==> config.mk <==
export PLATFORM = sky130hd
export DESIGN_NAME = gpio_seg_scan
export DESIGN_NICKNAME = d
export VERILOG_FILES = /design/src/rtl/gpio_seg_scan.sv
export SDC_FILE = /design/constraint.sdc
export NUM_CORES = 1
export LEC_CHECK = 0
export CORE_MARGIN = 2
export CORE_UTILIZATION = 47
export CTS_CLUSTER_SIZE = 28
export DETAILED_ROUTE_END_ITERATION = 16
export GPL_ROUTABILITY_DRIVEN = 0
export PLACE_DENSITY = 0.88
export RECOVER_POWER = 25
export SLEW_MARGIN = 20
export SYNTH_ARGS = -nofsm -noshare
export SYNTH_HDL_FRONTEND = slang
export SYNTH_SLANG_ARGS = --single-unit
==> constraint.sdc <==
create_clock -name clock -period 12.95 [get_ports clock]
set_clock_uncertainty 0.15 [all_clocks]
set_input_delay 2.59 -clock clock [delete_from_list [all_inputs] [get_ports clock]]
set_output_delay 2.59 -clock clock [all_outputs]
set_load 0.02 [all_outputs]
==> src/rtl/gpio_seg_scan.sv <==
// rtl/gpio_seg_scan.sv - time-multiplexed 8-digit seven-segment scan controller
//
// Ports:
//   clock, reset             system clock, synchronous active-high reset
//   in_p*                    APB slave (CTRL @BASE+0, PERIOD @BASE+4, BLANK @BASE+8)
//   seg_in[63:0]             eight active-low segment patterns, digit i in byte i
//   seg_out[7:0]             shared active-low segment bus
//   dig_sel[7:0]             active-low digit selects, at most one low
//   frame_pulse              high for the final cycle of the last digit's slot
module gpio_seg_scan #(
    parameter logic [31:0] BASE  = 32'h10002010,
    parameter int          CNT_W = 16
) (
    input  logic        clock,
    input  logic        reset,
    input  logic [31:0] in_paddr,
    input  logic        in_psel,
    input  logic        in_penable,
    input  logic [2:0]  in_pprot,
    input  logic        in_pwrite,
    input  logic [31:0] in_pwdata,
    input  logic [3:0]  in_pstrb,
    output logic        in_pready,
    output logic [31:0] in_prdata,
    output logic        in_pslverr,
    input  logic [63:0] seg_in,
    output logic [7:0]  seg_out,
    output logic [7:0]  dig_sel,
    output logic        frame_pulse
);

    localparam logic [1:0] S_IDLE  = 2'd0;
    localparam logic [1:0] S_BLANK = 2'd1;
    localparam logic [1:0] S_SHOW  = 2'd2;

    logic             en;
    logic [2:0]       last;
    logic [CNT_W-1:0] period;
    logic [CNT_W-1:0] blank;

    logic [1:0]       state;
    logic [CNT_W-1:0] cnt;
    logic [2:0]       idx;

    // Protection and strobes carry no meaning here; only full-word writes exist.
    logic unused_apb;
    assign unused_apb = ^{in_pprot, in_pstrb, in_pwdata};

    // ---------------- APB register window ----------------
    logic sel_ctrl, sel_period, sel_blank, mapped, access;

    assign sel_ctrl   = (in_paddr == BASE);
    assign sel_period = (in_paddr == BASE + 32'd4);
    assign sel_blank  = (in_paddr == BASE + 32'd8);
    assign mapped     = sel_ctrl | sel_period | sel_blank;
    assign access     = in_psel & in_penable;

    assign in_pready  = 1'b1;
    assign in_pslverr = access & ~mapped;

    always_comb begin
        in_prdata = 32'd0;
        if (sel_ctrl)
            in_prdata = {21'd0, last, 7'd0, en};
        else if (sel_period)
            in_prdata = 32'(period);
        else if (sel_blank)
            in_prdata = 32'(blank);
    end

    always_ff @(posedge clock) begin
        if (reset) begin
            en     <= 1'b0;
            last   <= 3'd7;
            period <= CNT_W'(1000);
            blank  <= CNT_W'(2);
        end else if (access && in_pwrite) begin
            if (sel_ctrl) begin
                en   <= in_pwdata[0];
                last <= in_pwdata[10:8];
            end
            if (sel_period)
                period <= in_pwdata[CNT_W-1:0];
            if (sel_blank)
                blank <= in_pwdata[CNT_W-1:0];
        end
    end

    // ---------------- scan sequencer ----------------
    logic [CNT_W-1:0] period_eff;
    logic [CNT_W:0]   cnt_inc;
    logic             scanning, slot_end, wrap;
    logic [1:0]       first_state;

    assign period_eff  = (period == '0) ? CNT_W'(1) : period;
    assign cnt_inc     = {1'b0, cnt} + 1'b1;
    assign scanning    = (state == S_BLANK) || (state == S_SHOW);
    // >= rather than == so that shrinking PERIOD below cnt still ends the slot.
    assign slot_end    = cnt >= period_eff - CNT_W'(1);
    assign wrap        = idx >= last;
    assign first_state = (blank == '0) ? S_SHOW : S_BLANK;

    always_ff @(posedge clock) begin
        if (reset) begin
            state <= S_IDLE;
            cnt   <= '0;
            idx   <= 3'd0;
        end else if (!en) begin
            state <= S_IDLE;
            cnt   <= '0;
            idx   <= 3'd0;
        end else if (!scanning) begin
            state <= first_state;
            cnt   <= '0;
            idx   <= 3'd0;
        end else if (slot_end) begin
            state <= first_state;
            cnt   <= '0;
            idx   <= wrap ? 3'd0 : idx + 3'd1;
        end else begin
            cnt   <= cnt + CNT_W'(1);
            state <= (cnt_inc >= {1'b0, blank}) ? S_SHOW : S_BLANK;
        end
    end

    // Outputs decode straight from registered state; segments pass through live.
    always_comb begin
        seg_out = 8'hFF;
        dig_sel = 8'hFF;
        if (state == S_SHOW) begin
            seg_out = seg_in[{idx, 3'b000} +: 8];
            dig_sel = ~(8'b1 << idx);
        end
    end

    assign frame_pulse = scanning & slot_end & wrap;

endmodule
==> results list <==
- Final hold viol count: 0
* Post-DP HPWL: 11100 um
- The most used flip-flop cell after synthesis is dfxtp_1.
- Yosys mapped a number of flops with a built-in enable equal to 0.
* Finished Cell Area: 0.00603 mm^2
* Detailed-route DRC error count: 0
- The worst hold path belongs to the class reg2reg.
- The final critical path takes up 64.4% of the cycle.
- In the synthesized netlist the async set-or-reset flop fraction comes to 0%.
- Crit Path Class: in2out
- Die Y-Extent: ~100 um
- Once the floorplan was initialized, standard cells occupied 47.8% of the core.
- Synth warn: 0
- Routed Antenna Nets: 0
* TritonCTS buffer count: 9
- The number of antenna violations at the first check in global routing came to 0.
- Violation count after the first detailed-routing iteration: between 300 and 400
* Clock-pin transition on the worst setup and hold timing paths: around 0.050 ns
- The flow ran to the end, and the final reports show no timing, DRC or antenna violations.
- Net Sw Frac: 22.4%
- Static leakage: around 2.3 nW
* Total vias in the final route: between 4000 and 5000
* Endpoint kind of the worst setup timing path: output port
* Transition time at the pin with the least slew margin: roughly 1.0 ns
- STA classifies the critical path startpoint as an input port.
* Clock tree from TritonCTS: built
- CP max stage delay: 0.86 ns
- Final period demand of the worst path: 8.34 ns
- The most common cell in the synthesized netlist is nand2_1.
- At the worst endpoint, the required time is 10.21 ns.
* Share of total power in the clock network: between 40% and 50%
- Largest cells by area after synthesis: dfxtp_1, ha_1, mux4_2
- Nets@finish: 832
- Area of the core: 0.00915 mm^2
- Die footprint: 0.0101 mm^2
- The tree built by TritonCTS fans out to 57 sinks.
- Count of buffers inserted at the top-level ports: 150
- Number of global-route vias before repair: around 4500
- Part of the total power dissipated in combinational logic: around 14%
* Chip Width: roughly 100 um
- Average instance area after synthesis: 8.65 um^2
- Share of post-route cells with drive strength above 1: 6.44%
- Final-layout setup total negative slack: 0 ns
- The internal portion of the total power is approximately 0.0003 W.
- Summing all placed instances gives a cell area of 0.00586 mm^2.
- For this design the total switching power over the nets is 0.0000851 W.
- Across the VDD grid, the largest voltage drop is 47.1 uV.
* Arrival time reported for the critical path endpoint: 5.60 ns
- After synthesis, the most frequently instantiated cells are nand2_1, dfxtp_1, ha_1.
- Skew-Pair Late Insertion Delay: 0.34 ns
* Setup Viol. Count Final: 0
- RSZ-0062 raised after global routing: false
- Before antenna repair, the detailed router went through 6 iterations.
- Static timing analysis puts the maximum clock frequency at 0.120 GHz.
- Critical-path top delay cell: nor4b_4
* Vias per std cell: 5.78
* Global-route wire length before repair: approximately 22000 um
* Total power divided by cell area: 62.9 mW/mm^2
- For this block, the routed nets add up to 14000 um of wire.
- The signal on the critical path passes through dlygate4sd3_1 > nor4_1 > nand4_1 > nor4b_4 > a222oi_1 > inv_1 > clkdlybuf4s50_1.
- Tightest slew margin relative to the limit: around a third
- Counting every instance in the synthesized netlist gives about 500.
- The root buffer cell chosen for the clock tree is clkbuf_8.
* Sequential element share of the synthesized area: 26.1%
- Synth-to-layout area growth: 37.8%
* Post-DR wirelength/cell: 18.4 um
- Cells resized by post-CTS repair: 0
* Fin. max-slew vios: 0
- Per report_power, the sequential group accounts for 46.2% of the total.
- Total of max-cap violations: 0
- Pin count of the biggest net entering global routing: 38
* Grt ovf: 0
* Synth Cell Area: between 0.004 and 0.005 mm^2
* Post-CTS Hold Buffers: 0
* Fill cells: 764
- H-tree depth reported by CTS: 3
- The largest total area in the synthesized netlist belongs to dfxtp_1.
- After synthesis, the netlist uses 53 different library cells.
* Number of buffers inserted by post-CTS setup repair: 0
- Antenna cell count: 0
- Std cell rows: 35
* Number of storage elements in the synthesis netlist: 57
- Counting along the longest clock path gives a buffer depth of 2.
- The synthesized design devotes to its leading area cell type 26.1% of total area.
* I/O pin total: 191
* Maximum fanout count along the critical path: 17
* Overall global routing resource usage: 28.5%
-- power groups by stage --
stage	Sequential (W)	Clock [W]	Combinational (W)
2_1_floorplan	0.000179	0	0.0000162
3_3_place_gp	0.000179	0	0.0000505
3_5_place_dp	0.000179	0	0.0000518
4_1_cts	0.000175	0.000154	0.0000520
5_1_grt	0.000175	0.000164	0.0000551
6_report	0.000175	0.000151	0.0000523
-- cell type report --
| class | instances | area, um^2 | share of cell area, % |
|---|---|---|---|
| Clock inverter | 3 | 15.0 | 0.249 |
| Multi-Input combinational cell | 395 | 2930 | 48.6 |
| Tap cell | 111 | 139 | 2.30 |
| Inverter | 33 | 124 | 2.05 |
| Sequential cell | 57 | 1140 | 18.9 |
| Clock buffer | 12 | 165 | 2.74 |
| Timing Repair Buffer | 152 | 1520 | 25.1 |
-- layer usage --
layer	wire [um]	part of all wire (%)	track usage (%)	vias up
met5	0	0	0	-
met4	616	4.4	14.8	0
met3	1130	8.1	8.39	41
met2	7100	51	51.3	230
met1	5180	37	30.0	2074
li1	-	-	-	2065
-- stage by stage --
stage / util, % / setup slack [ns] / std cells / hold WS [ns] / total power (W)
finish: 65.9 / 4.61 / 763 / 0.366 / 0.000379
CTS: 66.0 / 4.79 / 763 / 0.369 / 0.000382
global route: 65.9 / 4.37 / 763 / 0.383 / 0.000394
detailed placement: 64.1 / 4.80 / 748 / 0.352 / 0.000231
floorplan: - / 6.10 / 521 / 0.306 / 0.000195
global placement: 64.1 / 4.80 / 748 / 0.343 / 0.000230
-- layout by cell type (no fill, tap or decap), drive strengths merged, types with 2 or more instances in the layout --
master	instances
nor3	9
dfxtp	57
a311oi	2
nand2b	4
xnor2	14
a22o	12
nand3	24
o21ai	6
nor2	36
clkbuf	12
nand3b	7
a211o	4
inv	32
and4	3
o31ai	3
a21oi	22
ha	44
conb	17
nor4b	4
nor2b	17
a222oi	4
clkdlybuf4s50	147
nand4	7
and3	6
o2111ai	2
clkinv	4
xor2	11
a211oi	2
dlygate4sd3	3
nor4	14
mux2i	17
nand2	73
a21o	4
mux4	16
buf	2
-- sequential cells by signal (all words and copies together) (netlist names) --
signal and cells:
blank 16, cnt 16, period 16, idx 3
last 3, state 2, en 1
-- cell families (layout without fill, tap and decap cells) --
| family | Yosys count | in the layout | synth area share (%) |
|---|---|---|---|
| simple gates | 208 | 208 | 25.1 |
| buf+inv | 69 | 200 | 7.95 |
| fa+ha+maj | 44 | 44 | 12.6 |
| xor+xnor | 25 | 25 | 5.00 |
| mux | 33 | 33 | 12.1 |
| flops | 57 | 57 | 26.1 |
| other cells | 2 | 17 | 0.172 |
| compound gates | 68 | 68 | 11.0 |
-- critical path, delay by kind of cell --
family / cells / cell delay (ns)
simple gates: 3 / 1.49
compound gates: 1 / 0.27
buf+inv: 3 / 1.26
-- worst paths after layout --
path              slack [ns]  depth (start not counted)                   start           endpoint
setup / recovery        4.61                          7            in_paddr[16]       in_prdata[0]
hold / removal          0.37                          1       cnt[0]$_SDFF_PP0_  cnt[0]$_SDFF_PP0_
setup reg to reg        8.16                         17  period[8]$_SDFFE_PP1P_  cnt[9]$_SDFF_PP0_
hold reg to reg         0.37                          1       cnt[0]$_SDFF_PP0_  cnt[0]$_SDFF_PP0_
Note: power is estimated with default switching activity, not from simulation.
